[src/rtl/pulse_meter_pkg.sv]
// Shared types and default parameters for the pulse period meter.
package pulse_meter_pkg;

  localparam int CLK_PER_US_DEF = 20;
  localparam int CNT_W_DEF      = 16;

  typedef enum logic [1:0] {
    IDLE    = 2'd0,
    ARMED   = 2'd1,
    MEASURE = 2'd2
  } meter_state_e;

endpackage

[src/rtl/edge_sync.sv]
// Two-flop synchronizer for an asynchronous input plus registered-edge detect.
module edge_sync (
  input  logic clk,
  input  logic rst_n,
  input  logic din,
  output logic sync,
  output logic rise,
  output logic fall
);

  logic meta;
  logic sync_d;

  always_ff @(posedge clk or negedge rst_n) begin
    if (!rst_n) begin
      meta   <= 1'b0;
      sync   <= 1'b0;
      sync_d <= 1'b0;
    end else begin
      meta   <= din;
      sync   <= meta;
      sync_d <= sync;
    end
  end

  assign rise = sync & ~sync_d;
  assign fall = ~sync & sync_d;

endmodule

[src/rtl/pulse_period_meter.sv]
// Measures period (cycles and microseconds) and high width of a pulse train
// between consecutive synchronized rising edges.
module pulse_period_meter
  import pulse_meter_pkg::*;
#(
  parameter int CLK_PER_US = CLK_PER_US_DEF,
  parameter int CNT_W      = CNT_W_DEF
) (
  input  logic             clk,
  input  logic             rst_n,
  input  logic             en,
  input  logic             pulse_in,
  output logic [CNT_W-1:0] period_cyc,
  output logic [CNT_W-1:0] period_us,
  output logic [CNT_W-1:0] width_cyc,
  output logic             valid,
  output logic             overflow,
  output logic             busy
);

  localparam int PRE_W = $clog2(CLK_PER_US + 1);
  localparam logic [PRE_W-1:0] PRE_LAST = PRE_W'(CLK_PER_US - 1);
  localparam logic [PRE_W-1:0] PRE_ONE  = {{(PRE_W-1){1'b0}}, 1'b1};
  localparam logic [CNT_W-1:0] CNT_ONE  = {{(CNT_W-1){1'b0}}, 1'b1};
  localparam logic [CNT_W-1:0] CNT_MAX  = '1;

  logic sync, rise, fall;

  edge_sync u_edge_sync (
    .clk   (clk),
    .rst_n (rst_n),
    .din   (pulse_in),
    .sync  (sync),
    .rise  (rise),
    .fall  (fall)
  );

  meter_state_e state_q, state_d;
  logic [CNT_W-1:0] cyc_cnt, us_cnt, hi_cnt;
  logic [PRE_W-1:0] pre_cnt;
  logic             hi_frozen;
  logic             start, capture, ovf_hit;

  // en low wins over everything, including a coincident rise.
  always_comb begin
    state_d = state_q;
    start   = 1'b0;
    capture = 1'b0;
    ovf_hit = 1'b0;
    if (!en) begin
      state_d = IDLE;
    end else begin
      case (state_q)
        IDLE:    state_d = ARMED;
        ARMED: begin
          if (rise) begin
            state_d = MEASURE;
            start   = 1'b1;
          end
        end
        MEASURE: begin
          if (rise) begin
            capture = 1'b1;
            start   = 1'b1;
          end else if (cyc_cnt == CNT_MAX) begin
            ovf_hit = 1'b1;
            state_d = ARMED;
          end
        end
        default: state_d = IDLE;
      endcase
    end
  end

  always_ff @(posedge clk or negedge rst_n) begin
    if (!rst_n) begin
      state_q <= IDLE;
    end else begin
      state_q <= state_d;
    end
  end

  // Prescaler runs alongside cyc_cnt so period_us needs no divider.
  always_ff @(posedge clk or negedge rst_n) begin
    if (!rst_n) begin
      cyc_cnt   <= '0;
      pre_cnt   <= '0;
      us_cnt    <= '0;
      hi_cnt    <= '0;
      hi_frozen <= 1'b0;
    end else if (start) begin
      cyc_cnt   <= CNT_ONE;
      pre_cnt   <= PRE_ONE;
      us_cnt    <= '0;
      hi_cnt    <= CNT_ONE;
      hi_frozen <= 1'b0;
    end else if (state_d != MEASURE) begin
      cyc_cnt   <= '0;
      pre_cnt   <= '0;
      us_cnt    <= '0;
      hi_cnt    <= '0;
      hi_frozen <= 1'b0;
    end else begin
      cyc_cnt <= cyc_cnt + CNT_ONE;
      if (pre_cnt == PRE_LAST) begin
        pre_cnt <= '0;
        us_cnt  <= us_cnt + CNT_ONE;
      end else begin
        pre_cnt <= pre_cnt + PRE_ONE;
      end
      if (fall) begin
        hi_frozen <= 1'b1;
      end else if (sync && !hi_frozen) begin
        hi_cnt <= hi_cnt + CNT_ONE;
      end
    end
  end

  always_ff @(posedge clk or negedge rst_n) begin
    if (!rst_n) begin
      period_cyc <= '0;
      period_us  <= '0;
      width_cyc  <= '0;
      valid      <= 1'b0;
      overflow   <= 1'b0;
    end else begin
      valid <= capture;
      if (capture) begin
        period_cyc <= cyc_cnt;
        period_us  <= us_cnt;
        width_cyc  <= hi_cnt;
        overflow   <= 1'b0;
      end else if (ovf_hit) begin
        overflow <= 1'b1;
      end
    end
  end

  assign busy = (state_q != IDLE);

endmodule

[config.mk]
export PLATFORM = sky130hd
export DESIGN_NAME = pulse_period_meter
export DESIGN_NICKNAME = d
export VERILOG_FILES = /design/src/rtl/pulse_meter_pkg.sv /design/src/rtl/edge_sync.sv /design/src/rtl/pulse_period_meter.sv
export SDC_FILE = /design/constraint.sdc
export NUM_CORES = 1
export LEC_CHECK = 0
export ABC_AREA = 1
export CORE_MARGIN = 2
export CORE_UTILIZATION = 35
export CTS_CLUSTER_SIZE = 30
export DETAILED_ROUTE_END_ITERATION = 10
export GPL_TIMING_DRIVEN = 0
export PLACE_DENSITY = 0.56
export REMOVE_ABC_BUFFERS = 1
export SLEW_MARGIN = 20
export SYNTH_ARGS = -nofsm -noshare
export SYNTH_HDL_FRONTEND = slang
export SYNTH_SLANG_ARGS = --single-unit
[constraint.sdc]
create_clock -name clk -period 1.72 [get_ports clk]
set_input_delay 0.344 -clock clk [delete_from_list [all_inputs] [get_ports clk]]
set_output_delay 0.344 -clock clk [all_outputs]
set_load 0.005 [all_outputs]
---- Yosys cells after proc, flatten, opt, wreduce, memory -nomap -nowiden ----
Cells that the tools add are included.
word-level totals
  flip-flop bits (word level) ............. 109
  output and inout bits ................... 51
  logic and storage cells ................. 69
cells by class
  add/subtract/negate cells ............... 4
  eq/ne operators ......................... 6
  multiplexer cells ....................... 31
  bitwise gates (word level) .............. 4
  reductions and logical operators ........ 10
operator list
  operator                                                               count
  16-bit two-way mux                                                     9
  16-bit by 1-bit adder with 16-bit output, second input constant        3
  16-bit equality test, second input constant                            1
  5-bit two-way mux                                                      3
  1-bit two-way mux                                                      14
  3-bit nonzero test                                                     3
  2-bit two-way mux                                                      4
  2-bit case mux with 3 select lines                                     1
  5-bit by 1-bit adder with 5-bit output, second input constant          1
  5-bit equality test, second input constant                             1
  2-bit nonzero test                                                     2
  3-bit by 1-bit != test with 1-bit output, second input constant        1
  1-bit AND                                                              2
  2-bit by 1-bit equality test with 1-bit output, second input constant  1
  2-bit equality test, second input constant                             1
  2-bit zero test                                                        1
  2-bit != test, second input constant                                   1
  1-bit NOT                                                              2
  2-bit AND reduction                                                    1
  2-bit OR reduction                                                     1
  1-bit logical AND                                                      1
  1-bit zero test                                                        1

---- Depth between registers and ports, before layout ----
Gate-level depths: netlist (run 1).
  depth after elaboration ................. 8
  mapped depth ............................ 14
  gate-level depth less buffers ........... 12

---- Hierarchy ----
Synthesis (run 1) repeated with hierarchy kept, for this count alone.
unflattened totals
  cells, all modules ...................... 572
  area total of the unflattened synthesis .. 5,057.4 µm²
modules (own cells, without submodules)
  module              times used  cells an instance  area each (µm²)  sequential area each (µm²)
  pulse_period_meter  1           565                4,967.3          2,652.5
  edge_sync           1           7                  90.1             75.1

---- Worst setup path before layout (run 1) ----
Ideal clock, no wire load.
  path type ............................... flip-flop to flip-flop
  start point ............................. register cyc_cnt[0]
  end point ............................... register cyc_cnt[13]
  setup time .............................. 0.069 ns
  data arrival time ....................... 1.640 ns
  data required time ...................... 1.651 ns
  path slack .............................. 0.011 ns
  cell stages (with the launch flop) ...... 15
  period minus slack after synthesis ...... 1.709 ns
  path through ............................ dfrtp_1 ha_1 nand2_1 nor2_2 nand2_4 nor2_4 nand2_1 nand2_1 nand2_1 nand2_2 nor2_4 nand2_1 buf_6 buf_12 nor2_2
on the way
  cells in the longest elaborated chain, start to end .. 8
RTL lines
  element                             RTL line                   text
  start, declared                     pulse_period_meter.sv:39   logic [CNT_W-1:0] cyc_cnt, us_cnt, hi_cnt;
  start signal, assigned              pulse_period_meter.sv:104  cyc_cnt <= cyc_cnt + CNT_ONE;
  16-bit equality test                pulse_period_meter.sv:65   end else if (cyc_cnt == CNT_MAX) begin
  2-bit two-way mux                   pulse_period_meter.sv:65
  2-bit two-way mux                   pulse_period_meter.sv:62   if (rise) begin
  2-bit case mux with 3 select lines  pulse_period_meter.sv:53   case (state_q)
  2-bit two-way mux                   pulse_period_meter.sv:50   if (!en) begin
  2-bit != test                       pulse_period_meter.sv:97   end else if (state_d != MEASURE) begin
  16-bit two-way mux *                pulse_period_meter.sv:97
  16-bit two-way mux *                pulse_period_meter.sv:91   end else if (start) begin
Mark *: on every way between the ends. The rest lies on a longest branch, timed or not.
A chain may end at the register's enable or synchronous reset.

---- Worst setup path in the final report (run 1) ----
  start point ............................. register cyc_cnt[0]
  end point ............................... register cyc_cnt[14]
The elaborated chain is that of the path after synthesis.

==> metrics.yaml, run 1 <==
rsz0062_at_grt: "true"
synth_seq_cells: 109
worstPathCellList: "ha_4, nand2_4, nor2_4, nand2_4, nor2_4, nand2_2, nand2_2, nand2_2, nand2_4, nor2_4, buf_12, buf_12, nand2_8, nor2_2"
slew_violations: 0
power_density_nw_per_um2: 779
cts_tree: "done"
design_area_um2: 7010
setup_viol: 46
diodes: 0
synth-simple-area-share_pct: 27.5
cts_buffer_depth: 2
synth_compound_area_share_pct: 4.64
skew_ps: 7.84
via_per_inst: 4.86
required_ps: 1970
fill_cells: 1370
total_power_uw: 5460
violations: "negative setup slack"
synth-xor-area-share_pct: 5.30
avgSynthCellArea_um2: 8.55
p_leak_uw: 0.00319
rows: 44
synthAdderAreaFrac_pct: 1.95
crit_type: "reg -> reg"
gp_congestion: 0.843
slowest_stage: "dfrtp_1"
firstDrtPassIters: 4
max_slew_margin_pct: 55.1
multi_input_area_um2: 2440
ys_seq_area_share_pct: 53.2
cts-buffers-inserted: 9
grt_pass1_wl_um: 20600
drv_cap: 0
hold_violations: 0
final_antenna_net_count: 0
start_util_pct: 35.5
grt_antenna_before_repair: 0
die_w_um: 125
cts_root_buffer: "clkbuf_16"
layout-drive-gt1-share_pct: 21.1
clkTransAtPathRegs_ps: 70
netlist_instances: 599
port_buffers: 54
status: "complete, but fails checks"
wl_um: 12700
grt_pass1_vias: 4290
grt-ovfl-total: 0
syn_to_final_growth_pct: 36.8
cp_data_arrival_time_ps: 2050
dpl_cell_area_um2: 5830
cp_max_fo: 7
ios: 55
synth_area_leaders: "dfrtp_1 53%, nand2_1 12%, xor2_1 5.1%, inv_1 4.8%, nand4_1 3.9%"
grt_max_degree: 78
h-tree-depth: 3
max_freq_ghz: 0.554
final_common_cell: "nand2_1"
synth.area.mux_share_pct: 0
post-dp-hpwl_um: 6970
final_cell_mix: "156 x nand2_1, 109 x dfrtp_1, 62 x inv_1"
hold_path_class: "reg -> reg"
fin_nets: 710
ir_drop_mv: 0.381
cp_slowest_stage_delay_ps: 400
vias: 4311
route.detailed.drc: 0
yosysWarnings: 0
synth_cell_types: 27
clk-insertion-delay-late_ps: 360
layout.area.seq_um2: 2730
crit_path_start_kind: "register"
core_um2: 14400
min_period_ps: 1810
synthesis.area_um2: 5120
end_kind: "register"
die_h_um: 125
yosysTopAreaCell: "dfrtp_1"
period_share_pct: 105
clock-sinks: 109
tightestPinTransition_ps: 673
fp.dieArea_um2: 15600
synth_top_family_by_area: "simple AND/OR/NAND/NOR gates"
avgRoutedWirePerCell_um: 14.3
initialDrtViolationCount: 254
synth_top_area_share_pct: 53.2
grt_usage_pct: 16.1
setup_ws_ps: -85.8
cell type report:
type	count	share of cell area, %
sequential	109	38.9
multi-input combinational	404	34.8
timing repair buffer	103	14.2
inverter	70	4.16
tap	184	3.28
clock buffer	9	3.21
clock inverter	7	1.29
timing repair inverter	1	0.125
worst max-delay path, delay by kind of cell (launching register included):
family / cells / cell delay (ps)
flops: 1 / 400
buf+inv: 2 / 270
fa+ha+maj: 1 / 160
simple gates: 11 / 850
state kept, by name (all words and copies together) (netlist names):
name / cells
cyc_cnt: 16
hi_cnt: 16
hi_frozen: 1
overflow: 1
period_cyc: 16
period_us: 16
pre_cnt: 5
state_q: 2
u_edge_sync.meta: 1
u_edge_sync.sync: 1
u_edge_sync.sync_d: 1
us_cnt: 16
valid: 1
width_cyc: 16
cell usage after synthesis:
library cell / instances
buf_6: 1
nor3_1: 23
nor3_2: 2
nor2_1: 37
nor2_2: 11
xor2_1: 30
inv_1: 66
o21a_1: 1
xnor2_1: 1
nand2_2: 2
nand4_1: 32
dfrtp_1: 109
buf_12: 1
clkbuf_1: 15
buf_2: 5
nand2_4: 1
nand3b_1: 1
nand3_1: 34
ha_1: 8
nor2_4: 4
o21ai_0: 35
a21oi_1: 7
nand2_1: 163
or2_2: 1
buf_1: 1
o21ai_1: 4
inv_2: 4
report_power, final:
group          internal (uW)  total, uW  switching, uW  leakage [uW]
combinational            271        519            248       0.00158
clock                   1270       2220            954      0.000151
sequential              2660       2720           56.5       0.00146
logic make-up after synthesis:
| kind of cell | after synthesis |
|---|---|
| xor gates and xnor gates | 31 |
| adders and majority gates | 8 |
| buffers and inverters | 93 |
| and+or+nand+nor | 311 |
| AOI/OAI and AO/OA | 47 |
| DFF | 109 |
worst paths after layout:
check	slack, ps	from	depth (start not counted)	end
hold / removal	350	u_edge_sync.meta$_DFF_PN0_	0	u_edge_sync.sync$_DFF_PN0_
setup reg to reg	-90	cyc_cnt[0]$_DFF_PN0_	14	cyc_cnt[14]$_DFF_PN0_
min in group asynchronous	460	rst_n	2	hi_cnt[14]$_DFFE_PN0P_
max in group asynchronous	590	rst_n	3	us_cnt[14]$_DFFE_PN0P_
hold reg to reg	350	u_edge_sync.meta$_DFF_PN0_	0	u_edge_sync.sync$_DFF_PN0_
setup / recovery	-90	cyc_cnt[0]$_DFF_PN0_	14	cyc_cnt[14]$_DFF_PN0_
through the flow:
step | instances | hold slack (ps) | setup WS [ps] | TNS, ps | utilization, %
floorplan | 576 | 48.4 | -906 | -60030 | -
CTS | 866 | 359 | -95.4 | -3240 | 46.0
global placement | 814 | 339 | -3920 | -597510 | 40.1
finish | 887 | 355 | -85.8 | -1930 | 48.6
detailed placement | 816 | 312 | -1380 | -92850 | 40.4
global route | 887 | 360 | -175 | -8260 | 48.6
routing by layer:
metal	up-vias	global-route usage (%)	wire length (um)
met5	-	0	0
li1	2119	-	-
met2	68	26.2	6260
met3	13	3.77	521
met1	2111	21.0	5710
met4	0	5.82	192
timing repair:
| item | in CTS | in global routing |
|---|---|---|
| endpoints found under the hold margin | 46 | 0 |
| cloned | 7 | 1 |
| resized for setup | 47 | 51 |
| buffers inserted | 26 | 20 |
| hold buffers | 1 | 0 |
| pin swaps | 16 | 19 |
| endpoints found under the setup margin | 104 | 60 |
No activity file was read; power rests on OpenSTA's default activity.
==> run 2, diff against run 1 <==
--- a/config.mk
+++ b/config.mk
@@ -7,11 +7,11 @@
 export LEC_CHECK = 0
 export ABC_AREA = 1
 export CORE_MARGIN = 2
-export CORE_UTILIZATION = 35
+export CORE_UTILIZATION = 51
 export CTS_CLUSTER_SIZE = 30
 export DETAILED_ROUTE_END_ITERATION = 10
 export GPL_TIMING_DRIVEN = 0
-export PLACE_DENSITY = 0.56
+export PLACE_DENSITY = 0.76
 export REMOVE_ABC_BUFFERS = 1
 export SLEW_MARGIN = 20
 export SYNTH_ARGS = -nofsm -noshare
==> metrics.yaml, run 2 (synthesis results as in run 1) <==
route.detailed.drc: 0  # unchanged
die_w_um: 104  # was 125 um
clkTransAtPathRegs_ps: 110  # was 70 ps
clock-sinks: 109  # unchanged
max_freq_ghz: 0.508  # was 0.554 GHz
setup_viol: 55  # was 46
cp_data_arrival_time_ps: 2280  # was 2050 ps
cp_max_fo: 8  # was 7
cts_tree: "done"  # unchanged
die_h_um: 104  # was 125 um
grt_pass1_wl_um: 20100  # was 20600 um
design_area_um2: 6970  # was 7010 um2
p_leak_uw: 0.00315  # was 0.00319 uW
diodes: 0  # unchanged
tightestPinTransition_ps: 685  # was 673 ps
final_antenna_net_count: 0  # unchanged
firstDrtPassIters: 5  # was 4
period_share_pct: 114  # was 105%
status: "complete, but fails checks"  # unchanged
max_slew_margin_pct: 54.3  # was 55.1%
start_util_pct: 52.4  # was 35.5%
drv_cap: 0  # unchanged
rsz0062_at_grt: "true"  # unchanged
cts_buffer_depth: 2  # unchanged
cts-buffers-inserted: 9  # unchanged
via_per_inst: 5.56  # was 4.86
gp_congestion: 0.821  # was 0.843
slew_violations: 0  # unchanged
clk-insertion-delay-late_ps: 400  # was 360 ps
total_power_uw: 5170  # was 5460 uW
required_ps: 2030  # was 1970 ps
hold_depth: 0  # unchanged
h-tree-depth: 3  # unchanged
port_buffers: 54  # unchanged
core_um2: 9770  # was 14400 um2
avgRoutedWirePerCell_um: 17.2  # was 14.3 um
fin_nets: 704  # was 710
ir_drop_mv: 0.485  # was 0.381 mV
layout-drive-gt1-share_pct: 22.2  # was 21.1%
power_density_nw_per_um2: 742  # was 779 nW/um2
post-dp-hpwl_um: 6750  # was 6970 um
syn_to_final_growth_pct: 36.0  # was 36.8%
grt-ovfl-total: 0  # unchanged
cts_root_buffer: "clkbuf_8"  # was clkbuf_16
end_kind: "register"  # unchanged
grt_max_degree: 78  # unchanged
violations: "negative setup slack"  # unchanged
hold_violations: 0  # unchanged
vias: 4617  # was 4311
fp.dieArea_um2: 10900  # was 15600 um2
fin_util_pct: 71.3  # was 48.6%
final_cell_mix: "154 x nand2_1, 109 x dfrtp_1, 62 x inv_1"  # was 156 x nand2_1, 109 x dfrtp_1, 62 x inv_1
fin_tns_setup_ps: -7900  # was -1930 ps
rows: 36  # was 44
setup_ws_ps: -249  # was -85.8 ps
crit_path_start_kind: "register"  # unchanged
grt_usage_pct: 22.9  # was 16.1%
dpl_cell_area_um2: 5770  # was 5830 um2
crit_type: "reg -> reg"  # unchanged
initialDrtViolationCount: 350  # was 254
hold_path_class: "reg -> reg"  # unchanged
final_common_cell: "nand2_1"  # unchanged
min_period_ps: 1970  # was 1810 ps
wl_um: 14300  # was 12700 um
ios: 55  # unchanged
skew_ps: 14.3  # was 7.84 ps
reg2regPathDepth: 10  # was 14
grt_antenna_before_repair: 0  # unchanged
grt_pass1_vias: 4293  # was 4290
run 2: changes by cell type in the layout (fill, tap and decap cells not counted), moves of 4 or more:
cell and delta:
buf_4 -14, clkbuf_16 -9, clkbuf_8 +9, nor2_4 +9, nand3_1 -8, nand3_2 +8, nor2_2 -7, buf_6 +6
o21ai_1 -4
run 2: path summary, 6_finish.rpt:
path | from | to | slack (ps)
worst min register to register | u_edge_sync.meta$_DFF_PN0_ | u_edge_sync.sync$_DFF_PN0_ | 370
worst min-delay path | u_edge_sync.meta$_DFF_PN0_ | u_edge_sync.sync$_DFF_PN0_ | 370
worst max-delay path | u_edge_sync.sync_d$_DFF_PN0_ | cyc_cnt[2]$_DFF_PN0_ | -250
max in group asynchronous | rst_n | us_cnt[3]$_DFFE_PN0P_ | 650
min in group asynchronous | rst_n | period_cyc[0]$_DFFE_PN0P_ | 410
worst max register to register | u_edge_sync.sync_d$_DFF_PN0_ | cyc_cnt[2]$_DFF_PN0_ | -250
run 2: per-layer routing:
layer | GRT usage [%] | share of wire (%)
met5 | 0 | 0
met4 | 10.3 | 4.5
met1 | 28.9 | 40
met3 | 3.26 | 5.7
met2 | 39.1 | 50
run 2: cell type report:
class,count,area [um2]
inverter,70,297
sequential,109,2730
tap,133,166
fill,699,2810
timing repair inverter,1,8.76
clock buffer,10,128
multi-input combinational,404,2530
timing repair buffer,97,1000
clock inverter,6,111
run 2: per-stage QoR:
stage / std cells / hold slack [ps] / worst slack (ps)
after floorplan: 576 / 48.4 / -906
after global placement: 763 / 339 / -3740
after detailed placement: 765 / 275 / -1360
after CTS: 807 / 383 / -97.1
after global routing: 830 / 390 / -316
final: 830 / 365 / -249
run 2: critical path: stages, from the launching register on:
cell and delay [ps]:
dfrtp_1 420, nor2_4 200, inv_2 80, nand2_1 80, nand2_2 60, a21oi_2 180, nand2_4 120, nor2_4 240
buf_12 200, nand2_8 120, nor3_4 170
run 2: timing repair:
| item | in CTS | in global routing |
|---|---|---|
| hold buffers | 1 | 0 |
| cloned | 5 | 4 |
| buffers inserted | 20 | 19 |
| hold endpoints to repair | 39 | 0 |
| gates resized for setup | 46 | 76 |
| pin swaps | 8 | 31 |
| endpoints found under the setup margin | 104 | 104 |
run 2: power by group:
part	switching (uW)	internal (uW)
clock	915	968
sequential	55.2	2660
combinational	278	294
